==> config.mk <==
export PLATFORM = sky130hd
export DESIGN_NAME = muldiv_seq_unit
export DESIGN_NICKNAME = d
export VERILOG_FILES = /design/src/rtl/muldiv_seq_unit.sv
export SDC_FILE = /design/constraint.sdc
export NUM_CORES = 1
export LEC_CHECK = 0
export ABC_AREA = 1
export CAP_MARGIN = 20
export CORE_MARGIN = 3
export CORE_UTILIZATION = 61
export CTS_CLUSTER_DIAMETER = 30
export DETAILED_ROUTE_END_ITERATION = 7
export PLACE_DENSITY = 0.83
export SYNTH_ARGS = -nofsm -noshare
export SYNTH_HDL_FRONTEND = slang
export SYNTH_SLANG_ARGS = --single-unit
export TNS_END_PERCENT = 50
==> constraint.sdc <==
create_clock -name clk -period 5.6 [get_ports clk]
set_input_delay 1.12 -clock clk [delete_from_list [all_inputs] [get_ports clk]]
set_output_delay 1.12 -clock clk [all_outputs]
set_load 0.1 [all_outputs]
==> src/rtl/muldiv_seq_unit.sv <==
// Multi-cycle multiply/divide unit that resolves one bit per clock: Booth (signed) or shift-add
// (unsigned) multiply, and restoring divide on magnitudes. Optional macro MULDIV_DIVZERO_EN.
module muldiv_seq_unit #(
    parameter int unsigned WIDTH = 32
) (
    input  logic             clk,
    input  logic             clr,
    input  logic             start,
    input  logic             op_div,
    input  logic             is_signed,
    input  logic [WIDTH-1:0] op_a,
    input  logic [WIDTH-1:0] op_b,
    output logic             busy,
    output logic             done,
`ifdef MULDIV_DIVZERO_EN
    output logic             div_zero,
`endif
    output logic [WIDTH-1:0] z_hi,
    output logic [WIDTH-1:0] z_lo
);

    localparam int unsigned CNT_W = $clog2(WIDTH) + 1;
    localparam int unsigned AW    = WIDTH + 1;

    typedef enum logic [1:0] {
        S_IDLE = 2'd0,
        S_RUN  = 2'd1,
        S_DONE = 2'd2
    } state_t;

    state_t             state_q, state_d;
    logic [CNT_W-1:0]   cnt_q, cnt_d;
    logic [AW-1:0]      acc_q, acc_d;
    logic [WIDTH-1:0]   lo_q, lo_d;
    logic [WIDTH-1:0]   opd_q, opd_d;
    logic               qm1_q, qm1_d;
    logic               div_q, div_d;
    logic               sgn_q, sgn_d;
    logic               rneg_q, rneg_d;
    logic               qneg_q, qneg_d;
    logic               armed_q, armed_d;
    logic               busy_q, busy_d;
    logic               done_q, done_d;
    logic [WIDTH-1:0]   z_hi_q, z_hi_d;
    logic [WIDTH-1:0]   z_lo_q, z_lo_d;
`ifdef MULDIV_DIVZERO_EN
    logic               div_zero_q, div_zero_d;
`endif

    logic [AW-1:0]      a_ext;
    logic [AW-1:0]      mul_term;
    logic [AW-1:0]      mul_sum;
    logic [AW-1:0]      div_shift;
    logic               div_ge;
    logic [AW-1:0]      div_rem;
    logic [AW-1:0]      step_acc;
    logic [WIDTH-1:0]   step_lo;
    logic               step_qm1;
    logic               a_neg;
    logic               b_neg;

    function automatic logic [WIDTH-1:0] neg_w(input logic [WIDTH-1:0] x);
        return (~x) + WIDTH'(1);
    endfunction

    // One iteration of the multiply or divide datapath
    always_comb begin
        a_ext    = {sgn_q & opd_q[WIDTH-1], opd_q};
        mul_term = '0;
        if (sgn_q) begin
            case ({lo_q[0], qm1_q})
                2'b01:   mul_term = a_ext;
                2'b10:   mul_term = (~a_ext) + AW'(1);
                default: mul_term = '0;
            endcase
        end else if (lo_q[0]) begin
            mul_term = a_ext;
        end
        mul_sum   = acc_q + mul_term;
        div_shift = {acc_q[WIDTH-1:0], lo_q[WIDTH-1]};
        div_ge    = (div_shift >= {1'b0, opd_q});
        div_rem   = div_ge ? (div_shift - {1'b0, opd_q}) : div_shift;
        if (div_q) begin
            step_acc = div_rem;
            step_lo  = {lo_q[WIDTH-2:0], div_ge};
            step_qm1 = 1'b0;
        end else begin
            step_acc = {sgn_q & mul_sum[WIDTH], mul_sum[WIDTH:1]};
            step_lo  = {mul_sum[0], lo_q[WIDTH-1:1]};
            step_qm1 = lo_q[0];
        end
    end

    // Next-state, operand capture and result update
    always_comb begin
        state_d = state_q;
        cnt_d   = cnt_q;
        acc_d   = acc_q;
        lo_d    = lo_q;
        opd_d   = opd_q;
        qm1_d   = qm1_q;
        div_d   = div_q;
        sgn_d   = sgn_q;
        rneg_d  = rneg_q;
        qneg_d  = qneg_q;
        armed_d = 1'b1;
        z_hi_d  = z_hi_q;
        z_lo_d  = z_lo_q;
`ifdef MULDIV_DIVZERO_EN
        div_zero_d = div_zero_q;
`endif
        a_neg   = is_signed & op_a[WIDTH-1];
        b_neg   = is_signed & op_b[WIDTH-1];

        unique case (state_q)
            S_IDLE, S_DONE: begin
                state_d = S_IDLE;
                if (start && armed_q) begin
                    state_d = S_RUN;
                    cnt_d   = CNT_W'(WIDTH - 1);
                    acc_d   = '0;
                    qm1_d   = 1'b0;
                    div_d   = op_div;
                    sgn_d   = is_signed;
                    if (op_div) begin
                        lo_d   = a_neg ? neg_w(op_a) : op_a;
                        opd_d  = b_neg ? neg_w(op_b) : op_b;
                        rneg_d = a_neg;
                        // A zero divisor keeps the all-ones quotient unsigned
                        qneg_d = (a_neg ^ b_neg) & (op_b != '0);
                    end else begin
                        lo_d   = op_b;
                        opd_d  = op_a;
                        rneg_d = 1'b0;
                        qneg_d = 1'b0;
                    end
`ifdef MULDIV_DIVZERO_EN
                    if (op_div && (op_b == '0)) begin
                        state_d    = S_DONE;
                        z_hi_d     = op_a;
                        z_lo_d     = '1;
                        div_zero_d = 1'b1;
                    end
`endif
                end
            end
            S_RUN: begin
                acc_d = step_acc;
                lo_d  = step_lo;
                qm1_d = step_qm1;
                cnt_d = cnt_q - CNT_W'(1);
                if (cnt_q == '0) begin
                    state_d = S_DONE;
                    z_hi_d  = rneg_q ? neg_w(step_acc[WIDTH-1:0]) : step_acc[WIDTH-1:0];
                    z_lo_d  = qneg_q ? neg_w(step_lo) : step_lo;
`ifdef MULDIV_DIVZERO_EN
                    div_zero_d = 1'b0;
`endif
                end
            end
            default: state_d = S_IDLE;
        endcase

        busy_d = (state_d == S_RUN);
        done_d = (state_d == S_DONE);
    end

    always_ff @(posedge clk or negedge clr) begin
        if (!clr) begin
            state_q    <= S_IDLE;
            cnt_q      <= '0;
            acc_q      <= '0;
            lo_q       <= '0;
            opd_q      <= '0;
            qm1_q      <= 1'b0;
            div_q      <= 1'b0;
            sgn_q      <= 1'b0;
            rneg_q     <= 1'b0;
            qneg_q     <= 1'b0;
            armed_q    <= 1'b0;
            busy_q     <= 1'b0;
            done_q     <= 1'b0;
            z_hi_q     <= '0;
            z_lo_q     <= '0;
`ifdef MULDIV_DIVZERO_EN
            div_zero_q <= 1'b0;
`endif
        end else begin
            state_q    <= state_d;
            cnt_q      <= cnt_d;
            acc_q      <= acc_d;
            lo_q       <= lo_d;
            opd_q      <= opd_d;
            qm1_q      <= qm1_d;
            div_q      <= div_d;
            sgn_q      <= sgn_d;
            rneg_q     <= rneg_d;
            qneg_q     <= qneg_d;
            armed_q    <= armed_d;
            busy_q     <= busy_d;
            done_q     <= done_d;
            z_hi_q     <= z_hi_d;
            z_lo_q     <= z_lo_d;
`ifdef MULDIV_DIVZERO_EN
            div_zero_q <= div_zero_d;
`endif
        end
    end

    assign busy = busy_q;
    assign done = done_q;
    assign z_hi = z_hi_q;
    assign z_lo = z_lo_q;
`ifdef MULDIV_DIVZERO_EN
    assign div_zero = div_zero_q;
`endif

endmodule
Word level (Yosys, flattened, before mapping)
Index checks and enable logic that the tools add are counted.

Logic and storage cells: 77. Output and inout port bits: 66. Bits in registers: 177. Input bits: 69.

Add/subtract/negate cells: 8. Reductions and logical operators: 9. Mux-type cells: 26. Bitwise operators: 11. Eq/ne operators: 7. Order comparisons: 1.

Operators with widths (number): $mux 32 (8); $mux 33 (5); $pmux 33 s2 (2); $add 32x1->32 const B (4); $not 32->32 (4); $pmux 32 s2 (1); $add 33x1->33 const B (1); $add 33x33->33 (1); $ge 33x32->1 (1); $not 33->33 (1); $sub 33x32->33 (1); $reduce_bool 32->1 (1); $pmux 6 s2 (1); $eq 2x1->1 const B (3); $eq 2x2->1 const B (3); $logic_not 6->1 (1); $mux 6 (1); $reduce_and 2->1 (3); $sub 6x1->6 const B (1); $and 1x1->1 (5); $mux 1 (5); $pmux 2 s2 (1); $logic_not 2->1 (1); $mux 2 (1); other kinds (6) (6).

Longest topological paths before layout
Word-level depth: 11. Mapped depth: 41. Depth with buffers taken out: 41.

Worst setup path before layout
Ideal clock, no wire load.

Path type: register -> register. Start point: register opd_q[1]. End point: register z_hi_q[31] (netlist: z_hi[31]). Setup slack: 1.395 ns. Setup time: 0.120 ns. Required time: 5.480 ns. Stages on the path, launching flop included: 38. Period minus slack after synthesis: 4.205 ns. Buffers on the path: 0. Arrival time: 4.085 ns. Path through: dfrtp_1 -> inv_1 -> ha_1 -> nand3_1 -> nor2_1 -> nand2_1 -> nor2_2 -> nand2_1 -> nor2_2 -> nand2_1 -> nor2_2 -> nand2_1 -> nor2_1 -> nand2_1 -> nor2_2 -> nand2_1 -> nor2_1 -> inv_1 -> [... 2 more ...] -> ha_1 -> nand2_1 -> nor2_1 -> nand2_1 -> nor2_1 -> nand2_1 -> nand4_1 -> nand2_1 -> nand2_1 -> nand2_1 -> nor2_1 -> nand2_1 -> nor2_2 -> nand3_2 -> nand2_2 -> nand3_1 -> nand3_1 -> nand2_1.

Word-level cells in the longest chain between the ends: 9. Elaborated cells on any way between the ends: 13. Those cells by class: add/sub: 4; order compare: 1; mux: 6; bitwise: 2.

RTL lines: start, declared (RTL line 35) `logic [WIDTH-1:0] opd_q, opd_d;`; start signal, assigned (RTL line 193) `opd_q <= opd_d;`; $not 33->33 (RTL line 73) `2'b10: mul_term = (~a_ext) + AW'(1);`; $add 33x1->33 (RTL line 73); $pmux 33 s2 (RTL line 71) `case ({lo_q[0], qm1_q})`; $mux 33 (RTL line 70) `if (sgn_q) begin`; $add 33x33->33 (RTL line 79) `mul_sum = acc_q + mul_term;`; $mux 33 * (RTL line 83) `if (div_q) begin`; $not 32->32 (RTL line 63) `return (~x) + WIDTH'(1);`; $add 32x1->32 (RTL line 63); $mux 32 * (RTL line 154) `z_hi_d = rneg_q ? neg_w(step_acc[WIDTH-1:0]) : step_acc[WIDTH-1:0];`; end signal, assigned (RTL line 202) `z_hi_q <= z_hi_d;`; end, declared (RTL line 44) `logic [WIDTH-1:0] z_hi_q, z_hi_d;`.

Mark *: on every way between the ends. The rest lies on a longest branch, timed or not. A chain may end at the register's enable or synchronous reset.

Final worst setup path
Start point: register opd_q[1]. End point: register z_hi_q[29] (netlist: z_hi[29]).

The elaborated chain is that of the path after synthesis.

==> results <==
[critical path: cells and delay by family, from the launching register on]
kind / cells / cell delay, ns
simple gates: 25 / 2.64
compound gates: 7 / 1.26
fa+ha+maj: 2 / 0.55
flops: 1 / 0.39
buf+inv: 3 / 0.26
[cells by family after synthesis]
kind of cell               Yosys count  synth area share [%]
AOI/OAI and AO/OA                  539                  17.9
buffers and inverters              498                  11.1
and+or+nand+nor                   1506                  36.3
adders and majority gates           76                  5.46
DFF                                177                  25.0
xor gates and xnor gates            86                  4.26
other                                1                0.0212
[sequential cells by signal, summed over array words and instances (netlist names), 2 cells and up]
register and cells:
state_q 2, cnt_q 6, opd_q 32, acc_q 33, z_hi 32, z_lo 32, lo_q 32
[layer usage]
metal | vias up | track usage (%)
li1 | 9619 | -
met1 | 9573 | 52.5
met2 | 1524 | 67.5
met3 | 379 | 8.54
met4 | 0 | 32.2
met5 | - | 0
[stage by stage]
stage               hold slack [ns]  util [%]
detailed placement            0.465      68.3
CTS                           0.485      70.5
global route                  0.505      70.8
floorplan                     0.459         -
finish                        0.478      70.8
global placement              0.464      68.2
[layout make-up]
type	instances	area share [%]
clock inverters	14	0.954
repair buffers	160	7.79
well taps	378	2.37
multi-input cells	2208	57.0
inverters	397	7.48
clock buffers	17	2.13
flip-flops and latches	177	22.2
[placed cells by master, fill, tap and decap left out, drive strengths merged, types with 17 or more instances in the layout]
master / count
buf: 28
o22ai: 44
o221ai: 53
dfrtp: 177
nand3: 233
o211ai: 19
o21ai: 251
xor2: 69
a21oi: 129
nand2: 859
nor2: 290
ha: 74
clkdlybuf4s50: 132
clkbuf: 17
nor3: 46
nand4: 47
inv: 403
xnor2: 17
[what timing repair did]
item                                    4_1_cts  5_1_grt
resized for setup                             0       21
hold buffers                                  0        0
setup buffers                                 0        3
endpoints found under the setup margin        0       12
[path summary, 6_finish.rpt]
check / slack (ns) / to / start / cells after the start
worst max-delay path: 0.38 / z_hi[29]$_DFFE_PN0P_ / opd_q[1]$_DFFE_PN0P_ / 37
worst min-delay path: 0.48 / z_hi[29]$_DFFE_PN0P_ / z_hi[29]$_DFFE_PN0P_ / 2
worst max register to register: 0.38 / z_hi[29]$_DFFE_PN0P_ / opd_q[1]$_DFFE_PN0P_ / 37
worst min register to register: 0.48 / z_hi[29]$_DFFE_PN0P_ / z_hi[29]$_DFFE_PN0P_ / 2
max in group asynchronous: 3.69 / div_q$_DFFE_PN0P_ / clr / 2
min in group asynchronous: 0.70 / acc_q[31]$_DFFE_PN0P_ / clr / 1
==> flow_summary.yaml <==
timing:
  worst_slew_pin_slew_ns: 1.12
  report.final.slew_viol_count: 0
  setup_viol: 0
  final_period_minus_worst_setup_slack_ns: 5.22
  timing.fmax_ghz: 0.192
  final.period_utilization_pct: 93.2
  final_critical_path_setup_slack_ns: 0.382
  maximum_clock_skew_at_final_layout_ns: 0.0135
  setup_total_negative_slack_ns: 0
  final_hold_viol_count: 0
  max_slew_margin_pct: 25.5
setup_path:
  worstPathMaxFanout: 6
  cpMaxStageDelayCell: "dfrtp_1"
  timing_worst_setup_path_type: "reg -> reg"
  critical_path.most_common_cell: "nand2_1"
  required_time_worst_endpoint_ns: 5.95
  max_stage_delay_ns: 0.39
  critPathLaunchType: "register"
  worstPathArrival_ns: 5.56
  worst_setup_path_end_kind: "register"
logic_synthesis:
  synth_area_mm2: 0.0177
  synth_async_sr_flop_share_pct: 100
  synth-edff-count: 0
  syn_area_per_cell_um2: 6.14
  yosys.cell_count.top_type: "nand2_1"
  post_synth_most_frequent_cells: "nand2_1 (836), inv_1 (377), nor2_1 (262), o21ai_0 (233), nand3_1 (224)"
  netlist_instances: 2883
  yosysWarningCount: 0
  synth.distinct_cells: 55
  library_cell_occupying_the_most_area_in_the_post_synthesis_netlist: "dfrtp_1"
  yosys_register_bits: 177
  synth.top_cells.by_area: "dfrtp_1 (25%), nand2_1 (18%), inv_1 (8.0%)"
  dominantRegCellSynth: "dfrtp_1"
  syn_nets: 3028
  synth_top_area_share_pct: 25.0
  seq_area_frac_synth_pct: 25.0
floorplan:
  initial_utilization_pct: 62.8
  die_width_um: 176
  i_o_pin_count: 135
  die_h_um: 176
  placementRows: 61
  floorplan.die_area_mm2: 0.0311
  core_area_mm2: 0.0282
detailed_routing:
  vias: 21095
  route.top_layer_used: "met4"
  wl_met2_um: 29600
  wirelength_met1_um: 24600
  drt-pass1-iter-count: 8
  drtAntennaViolNets: 0
  vias_per_cell: 6.30
  drcViolationCount: 1
  wirelength_um: 67800
  routedWlPerCell_um: 20.2
  route.met3.wl_um: 7440
  first_drt_iteration_drcs: 3257
clock_tree:
  tritoncts: "done"
  clock_sink_count: 177
  cts.reportedPaths.clkPinSlew_ns: 0.07
  clk_path_buf_depth: 2
  cts_htree_levels: 4
  cts-root-buf: "clkbuf_16"
  insertion_delay_ns: 0.46
  cts_buffers: 17
final_layout:
  finish.net_count: 3106
  drive_gt1_share_pct: 5.92
  nFillCells: 2434
  antenna_cells: 0
  final_design_area_no_fill_mm2: 0.0199
  area_growth_pct: 12.6
  multi_input_area_mm2: 0.0114
  finish.cell_count_without_fillers: 3351
  final-seq-area_mm2: 0.00443
global_routing:
  grt_first_pass_wirelength_um: 105000
  number_of_global_route_vias_before_repair: 19713
  globalRouteOverflowTotal: 0
  maximum_number_of_pins_on_one_net_before_global_route_repair: 105
  grt_antenna_before_repair: 0
  track_usage_pct: 43.1
placed_design:
  placed_area_mm2: 0.0192
  worst_slack_at_placement_ns: 0.424
  numPlacedInstances: 3317
  gpl.final_weighted_congestion: 1.14
  port_buffers: 134
  hpwlAfterDp_um: 51400
outcome:
  violated_checks: "DRC"
  status: "finished with violations"
hold_path:
  hold_removal_path_class: "reg -> reg"
run:
  max_cap_violations: 0
Power of run 1 is not shown: default switching activity piles up to over one toggle a cycle in this logic, so the estimate is an artifact.
